File: src/rtl/rapid_pkg.sv
// Shared types and constants for the RAPID core front end.
// Holds the prefetch FSM encoding and the fetch defaults.
package rapid_pkg;

   localparam int          WORD_WIDTH   = 4;
   localparam logic [31:0] RESET_VECTOR = 32'h0000_0000;

   typedef enum logic [1:0] {
      FQ_IDLE,
      FQ_REQ,
      FQ_DISCARD
   } fetch_state_t;

endpackage

File: src/rtl/fetch_queue.sv
// Circular FIFO of {pc, instr} pairs feeding decode.
// A flush empties the queue and overrides any same-cycle push or pop.
module fetch_queue #(
   parameter int XLEN  = 32,
   parameter int DEPTH = 4
) (
   input  logic                       i_clk,
   input  logic                       i_reset,
   input  logic                       push,
   input  logic [XLEN-1:0]            push_pc,
   input  logic [XLEN-1:0]            push_instr,
   input  logic                       pop,
   input  logic                       flush,
   output logic [$clog2(DEPTH+1)-1:0] count,
   output logic [XLEN-1:0]            head_pc,
   output logic [XLEN-1:0]            head_instr
);

   localparam int PW = $clog2(DEPTH);
   localparam int CW = $clog2(DEPTH+1);

   logic [XLEN-1:0] pc_mem    [DEPTH];
   logic [XLEN-1:0] instr_mem [DEPTH];
   logic [PW-1:0]   rd_ptr;
   logic [PW-1:0]   wr_ptr;
   logic            do_pop;
   logic            do_push;

   // Pops on an empty queue are dropped; a push into a full queue only lands if a pop frees a slot.
   assign do_pop  = pop && (count != '0);
   assign do_push = push && ((count != CW'(DEPTH)) || do_pop);

   always_ff @(posedge i_clk or posedge i_reset) begin
      if (i_reset) begin
         rd_ptr <= '0;
         wr_ptr <= '0;
         count  <= '0;
         for (int i = 0; i < DEPTH; i++) begin
            pc_mem[i]    <= '0;
            instr_mem[i] <= '0;
         end
      end else if (flush) begin
         rd_ptr <= '0;
         wr_ptr <= '0;
         count  <= '0;
      end else begin
         if (do_push) begin
            pc_mem[wr_ptr]    <= push_pc;
            instr_mem[wr_ptr] <= push_instr;
            wr_ptr            <= wr_ptr + 1'b1;
         end
         if (do_pop) begin
            rd_ptr <= rd_ptr + 1'b1;
         end
         if (do_push && !do_pop) begin
            count <= count + 1'b1;
         end else if (do_pop && !do_push) begin
            count <= count - 1'b1;
         end
      end
   end

   assign head_pc    = pc_mem[rd_ptr];
   assign head_instr = instr_mem[rd_ptr];

endmodule

File: src/rtl/prefetch_unit.sv
// Instruction prefetcher: runs sequential reads ahead of decode into a small queue,
// with redirect/flush, stale-read discard and halt.
module prefetch_unit
   import rapid_pkg::*;
#(
   parameter int              XLEN         = 32,
   parameter int              DEPTH        = 4,
   parameter logic [XLEN-1:0] RESET_VECTOR = XLEN'(rapid_pkg::RESET_VECTOR)
) (
   input  logic                       i_clk,
   input  logic                       i_reset,
   input  logic                       i_halt,
   input  logic                       i_redirect,
   input  logic [XLEN-1:0]            i_redirect_pc,
   output logic                       o_mem_req,
   output logic [XLEN-1:0]            o_mem_addr,
   input  logic                       i_mem_done,
   input  logic [XLEN-1:0]            i_mem_data,
   output logic                       o_valid,
   input  logic                       i_ready,
   output logic [XLEN-1:0]            o_pc,
   output logic [XLEN-1:0]            o_instr,
   output logic [$clog2(DEPTH+1)-1:0] o_count,
   output fetch_state_t               o_state
);

   localparam int CW = $clog2(DEPTH+1);

   fetch_state_t    state;
   fetch_state_t    state_next;
   logic [XLEN-1:0] fetch_pc;
   logic [XLEN-1:0] fetch_pc_next;
   logic [XLEN-1:0] redirect_target;
   logic [CW-1:0]   count_after_pop;
   logic            pop;
   logic            push;
   logic            flush;

   assign pop             = o_valid && i_ready;
   assign count_after_pop = o_count - CW'(pop);
   assign redirect_target = i_redirect_pc & ~XLEN'(3);

   always_ff @(posedge i_clk or posedge i_reset) begin
      if (i_reset) begin
         state    <= FQ_IDLE;
         fetch_pc <= RESET_VECTOR;
      end else begin
         state    <= state_next;
         fetch_pc <= fetch_pc_next;
      end
   end

   // A new request is only started with a free slot, so the single outstanding read can always be pushed.
   always_comb begin
      state_next    = state;
      fetch_pc_next = fetch_pc;
      push          = 1'b0;
      flush         = 1'b0;
      if (i_redirect) begin
         flush         = 1'b1;
         fetch_pc_next = redirect_target;
      end
      unique case (state)
         FQ_IDLE: begin
            if (i_redirect) begin
               state_next = i_halt ? FQ_IDLE : FQ_REQ;
            end else if (!i_halt && (count_after_pop < CW'(DEPTH))) begin
               state_next = FQ_REQ;
            end
         end
         FQ_REQ: begin
            if (i_redirect) begin
               if (i_mem_done) begin
                  state_next = i_halt ? FQ_IDLE : FQ_REQ;
               end else begin
                  state_next = FQ_DISCARD;
               end
            end else if (i_mem_done) begin
               push          = 1'b1;
               fetch_pc_next = fetch_pc + XLEN'(WORD_WIDTH);
               if (!i_halt && (count_after_pop < CW'(DEPTH - 1))) begin
                  state_next = FQ_REQ;
               end else begin
                  state_next = FQ_IDLE;
               end
            end
         end
         FQ_DISCARD: begin
            // The returning word belongs to the pre-redirect stream and is dropped.
            if (!i_redirect && i_mem_done) begin
               state_next = i_halt ? FQ_IDLE : FQ_REQ;
            end
         end
         default: begin
            state_next = FQ_IDLE;
         end
      endcase
   end

   fetch_queue #(
      .XLEN  (XLEN),
      .DEPTH (DEPTH)
   ) u_queue (
      .i_clk      (i_clk),
      .i_reset    (i_reset),
      .push       (push),
      .push_pc    (fetch_pc),
      .push_instr (i_mem_data),
      .pop        (pop),
      .flush      (flush),
      .count      (o_count),
      .head_pc    (o_pc),
      .head_instr (o_instr)
   );

   assign o_mem_req  = (state != FQ_IDLE);
   assign o_mem_addr = fetch_pc;
   assign o_valid    = (o_count != '0);
   assign o_state    = state;

endmodule

File: config.mk
export PLATFORM = sky130hd
export DESIGN_NAME = prefetch_unit
export DESIGN_NICKNAME = d
export VERILOG_FILES = /design/src/rtl/rapid_pkg.sv /design/src/rtl/fetch_queue.sv /design/src/rtl/prefetch_unit.sv
export SDC_FILE = /design/constraint.sdc
export NUM_CORES = 1
export LEC_CHECK = 0
export ABC_AREA = 1
export CAP_MARGIN = 20
export CELL_PAD_IN_SITES_DETAIL_PLACEMENT = 1
export CELL_PAD_IN_SITES_GLOBAL_PLACEMENT = 1
export CORE_ASPECT_RATIO = 1.1
export CORE_MARGIN = 5
export CORE_UTILIZATION = 48
export CTS_BUF_LIST = sky130_fd_sc_hd__clkbuf_2
export CTS_CLUSTER_DIAMETER = 50
export DETAILED_ROUTE_END_ITERATION = 12
export GPL_TIMING_DRIVEN = 0
export PLACE_DENSITY = 0.85
export SETUP_SLACK_MARGIN = 0.3
export SKIP_CTS_REPAIR_TIMING = 1
export SLEW_MARGIN = 20
export SYNTH_ARGS = -nofsm -noshare
export SYNTH_HDL_FRONTEND = slang
export SYNTH_SLANG_ARGS = --single-unit
File: constraint.sdc
create_clock -name i_clk -period 13.8 [get_ports i_clk]
set_clock_uncertainty 0.15 [all_clocks]
set_input_delay 1.38 -clock i_clk [delete_from_list [all_inputs] [get_ports i_clk]]
set_output_delay 1.38 -clock i_clk [all_outputs]
set_load 0.005 [all_outputs]
Word level (Yosys, flattened, before mapping). Cells that the tools add are included.

Word-level logic and storage cells: 89. Register bits after elaboration: 297. Output and inout port bits: 103.

Order comparisons: 5. Multiplexer cells: 34. Add/subtract/negate cells: 6. Bitwise logic cells: 3. Equality and inequality tests: 6. Reduce and logical (&&, ||, !) cells: 22.

Operators with widths (number): 2-to-1 mux 32 bit (9); bitwise mux 128 bit (2); binary-select mux 32 bit (select 2 bit) (2); demux 32 bit (select 2 bit) (1); adder 32 x 3 -> 32 bit, second input constant (1); 2-to-1 mux 2 bit (10); logical AND 1 bit (9); 2-to-1 mux 3 bit (3); inequality test 3 bit, second input constant (3); greater-or-equal comparator 3 bit, second input constant (2); 2-to-1 mux 1 bit (6); inverter 2 -> 3 bit (2); one-hot mux 2 bit (3 select lines) (1); nonzero test 2 bit (3); nonzero test 3 bit (2); adder 2 x 1 -> 2 bit, second input constant (2); zero test 1 bit (4); adder 3 x 1 -> 3 bit, second input constant (1); less-than comparator 3 x 1 -> 1 bit, second input constant (1); less-than comparator 3 x 2 -> 1 bit, second input constant (1); less-than comparator 3 bit, second input constant (1); AND reduction 3 bit (1); subtractor 3 x 1 -> 3 bit (1); subtractor 3 x 1 -> 3 bit, second input constant (1); other kinds (7) (7).

Logic depth before layout (Yosys ltp).
Depth after elaboration: 10. Mapped depth: 14. Mapped depth without buffers: 14.

Hierarchy. Synthesis repeated with hierarchy kept, for this count alone.

Cells, all modules: 1719. Area, all modules: 15020.7 µm².

By module, submodules not included: fetch_queue (area an instance 12385.6 µm², cells each 1314, times used 1, seq. area each 6581.3 µm²); prefetch_unit (area an instance 2635.0 µm², cells each 405, times used 1, seq. area each 850.8 µm²).

Worst setup path before layout. OpenSTA, ideal clock, no wires.

Path type: register to output. From: register u_queue.rd_ptr[0]. To: output o_pc[21]. Cell stages (with the launch flop): 6. Data arrival time: 1.253 ns. Slack: 11.017 ns. Path buffers: 3. Required time: 12.270 ns. Cell sequence: dfrtp_1 -> clkbuf_1 -> clkbuf_1 -> buf_2 -> nor2_1 -> o22ai_1.

Longest elaborated chain between the ends: 4.

Ends and longest elaborated chain: start: declaration (line fetch_queue.sv:24) `logic [PW-1:0] rd_ptr;`; start signal: assignment (line fetch_queue.sv:53) `rd_ptr <= rd_ptr + 1'b1;`; inverter 2 -> 3 bit (not written as such) (line fetch_queue.sv:63) `assign head_pc = pc_mem[rd_ptr];`; binary-select mux 32 bit (select 2 bit) (line fetch_queue.sv:63); 2-to-1 mux 32 bit (not written as such) (2 in series) (line fetch_queue.sv:63); end: declaration (line prefetch_unit.sv:21) `output logic [XLEN-1:0] o_pc,`.

No other way between the ends. The select of a mux whose other input is x is not followed.

Worst setup path in the final report.
From: register u_queue.rd_ptr[0]. To: output o_pc[30].

The elaborated chain is that of the path after synthesis.

==> flow_summary.json <==
{
  "irDropWorstVdd_mv": 0.07557,
  "grt_max_degree": 101,
  "final_nets": 1821,
  "ios": 173,
  "cp_common_cell": "clkbuf_1",
  "dp_hpwl_um": 33160,
  "rsz0062_at_grt": "false",
  "crit_arrival_ns": 3.56,
  "r2r_slack_ns": 11.51,
  "critPathMaxFanout": 10,
  "detail-route-antenna-nets": 0,
  "status": "complete, no violations",
  "synth_common_cells": "dfrtp_1 (297), nand2_1 (247), nor2_1 (189)",
  "cp-start-kind": "register",
  "synth_edf_count": 0,
  "worstSetupStartpoint": "u_queue.rd_ptr[0]",
  "holdWs_ns": 0.3403,
  "cp_slowest_cell": "clkdlybuf4s50_1",
  "end_kind": "primary output",
  "cap_violations": 0,
  "num-fill-cells": 3460,
  "htreeDepth": 3,
  "syn_inst": 1490,
  "synth_area_mm2": 0.01435,
  "wl_per_cell_um": 21.52,
  "slowest_delay_ns": 0.58,
  "p_leak_nw": 7.991,
  "clock_path_buffers": 3,
  "synth.most_common_cell": "dfrtp_1",
  "overflow": 0,
  "vias": 12360,
  "path_class": "register to primary output",
  "final.setup.tns_ns": 0,
  "drc": 0,
  "crit_end": "o_pc[30]",
  "drt-initial-drc-count": 684,
  "tightest_slew_ns": 0.9051,
  "async_reset_ff_frac": 1.000,
  "die-area_mm2": 0.03346,
  "period_needed_ns": 5.085,
  "fp-row-count": 66,
  "r2r-end": "o_mem_addr[26]",
  "core_mm2": 0.02956,
  "syn_area_per_cell_um2": 9.633,
  "fin_ws_ns": 8.715,
  "fp.dieH_um": 191.4,
  "required_ns": 12.27,
  "ys_ff_latch": 297,
  "maxClockFrequency_mhz": 196.7,
  "place_ws_ns": 9.682,
  "ys_types": 37,
  "vias_per_cell": 5.708,
  "synth.net_count": 1568,
  "grtUsageTotal": 0.2819,
  "root_buffer": "clkbuf_2",
  "grt_pass1_wl_um": 74320,
  "syn_to_final_growth_pct": 20.89,
  "cts.sinks": 297,
  "period_share": 0.3685,
  "drt-total-wl_um": 46620,
  "synth_area_leader_cell": "dfrtp_1",
  "clk_pin_slew_ns": 0.09,
  "cts_inserted_buffers": 78,
  "max_slew_margin": 0.3966,
  "synth_warnings": 0,
  "drive_above_1_share": 0.1055,
  "slew_viol_final": 0,
  "synthFlopType": "dfrtp_1",
  "synth_seq_area_share": 0.5178,
  "clkLatencyLatePin_ns": 0.91,
  "gp_congestion": 0.9184,
  "hold_viol": 0,
  "r2r_start": "o_mem_addr[3]",
  "initial_utilization": 0.4855,
  "cts_tree": "yes",
  "port_buffers": 170,
  "drtPass1Iterations": 5,
  "r2r_cells": 10,
  "die_x_um": 174.9,
  "synth.area.top_cells": "dfrtp_1 (52%), mux2_1 (11%), nand2_1 (6.5%), o21ai_0 (5.9%), o21a_1 (5.7%)",
  "grt_pass1_vias": 13650,
  "synth_top_cell_area_share": 0.5178,
  "hold_class": "register to register",
  "setup_viol": 0,
  "crit_chain": "clkbuf_1 > clkbuf_1 > buf_2 > nor2_1 > o22ai_1 > clkdlybuf4s50_1",
  "powerDensity_mw_per_mm2": 193.4,
  "antenna_found_initial": 1
}
[registers in the layout, summed over array words and instances, names as in the netlist]
register / cells
u_queue.wr_ptr: 2
u_queue.rd_ptr: 2
u_queue.pc_mem: 128
u_queue.count: 3
u_queue.instr_mem: 128
o_state: 2
o_mem_addr: 32
[power by group]
part	internal (mW)	switching, mW
logic	0.649	0.645
registers	1.19	0.205
clock network	0.295	0.374
[kinds of logic (layout without fill, tap and decap cells)]
logic type / count (synthesis) / count (layout) / synth area share
and+or+nand+nor: 487 / 487 / 0.1385
AOI/OAI and AO/OA: 370 / 370 / 0.1562
DFF: 297 / 297 / 0.5178
buffers and inverters: 165 / 466 / 0.05457
muxes: 149 / 149 / 0.1168
xor gates and xnor gates: 14 / 14 / 0.008543
adders and majority gates: 8 / 8 / 0.007497
other: 0 / 1 / 0
[layout make-up]
| cell class | instances | area [um^2] | area share |
|---|---|---|---|
| diodes | 1 | 2.502 | 0.0001442 |
| plain buffers | 94 | 516.7 | 0.02978 |
| clock buffers | 117 | 585.6 | 0.03375 |
| clock inverters | 11 | 150.1 | 0.008654 |
| inverters | 71 | 274.0 | 0.01579 |
| multi-input cells | 1028 | 6137 | 0.3537 |
| flip-flops and latches | 297 | 7432 | 0.4284 |
| well taps | 374 | 467.9 | 0.02697 |
| repair buffers | 173 | 1784 | 0.1028 |
[layer usage]
| metal | part of all wire | vias up | global-route usage |
|---|---|---|---|
| li1 | - | 5583 | - |
| met1 | 0.42 | 6275 | 0.3515 |
| met2 | 0.49 | 389 | 0.4810 |
| met3 | 0.054 | 116 | 0.05004 |
| met4 | 0.037 | 0 | 0.1287 |
| met5 | 0 | - | 0 |
[stage by stage]
stage          instance area [um^2]  std cells  total power, mW  utilization
4_1_cts                       17350       2165            3.377       0.5868
6_report                      17350       2166            3.356       0.5869
5_1_grt                       17350       2166            3.576       0.5869
2_1_floorplan                 14350       1490            2.022            -
3_3_place_gp                  16520       2034            2.625       0.5589
3_5_place_dp                  16610       2037            2.701       0.5619
[critical path: cells and delay by family (launching register included)]
family | cells | cell delay, ns
AOI/OAI and AO/OA | 1 | 0.32
buffers and inverters | 4 | 1.83
DFF | 1 | 0.40
and+or+nand+nor | 1 | 0.09
[worst min-delay path by stage]
| stage | from | slack, ns | depth (start not counted) | endpoint |
|---|---|---|---|---|
| after floorplan | u_queue.instr_mem[32] | 0.30 | 1 | u_queue.instr_mem[32] |
| after global placement | u_queue.instr_mem[46] | 0.31 | 1 | u_queue.instr_mem[46] |
| after detailed placement | u_queue.instr_mem[42] | 0.32 | 1 | u_queue.instr_mem[42] |
| after CTS | u_queue.pc_mem[42] | 0.34 | 1 | u_queue.pc_mem[42] |
| after global routing | u_queue.pc_mem[44] | 0.35 | 1 | u_queue.pc_mem[44] |
| final | u_queue.instr_mem[81] | 0.34 | 1 | u_queue.instr_mem[81] |
[cell usage in the layout, fill, tap and decap left out, types with 2 or more instances in the layout]
master and n:
clkdlybuf4s50_1 170, buf_16 3, inv_2 2, o211ai_1 9, xor2_1 13, nor2_8 4, buf_6 16, clkbuf_1 44
mux2_2 4, nand3_1 26, buf_2 26, nor2_4 2, nand2_1 247, clkinv_1 5, inv_1 69, o21ai_0 170
o21a_1 109, o22ai_1 65, mux2_1 144, nor2_1 189, bufinv_16 4, ha_1 7, a21oi_1 11, or2_2 3
clkbuf_2 117, dfrtp_1 297, nand2_2 2, nor3_1 5, buf_4 3, nand4_1 6, buf_1 5, a31oi_1 2
Note: power is estimated with default switching activity, not from simulation.
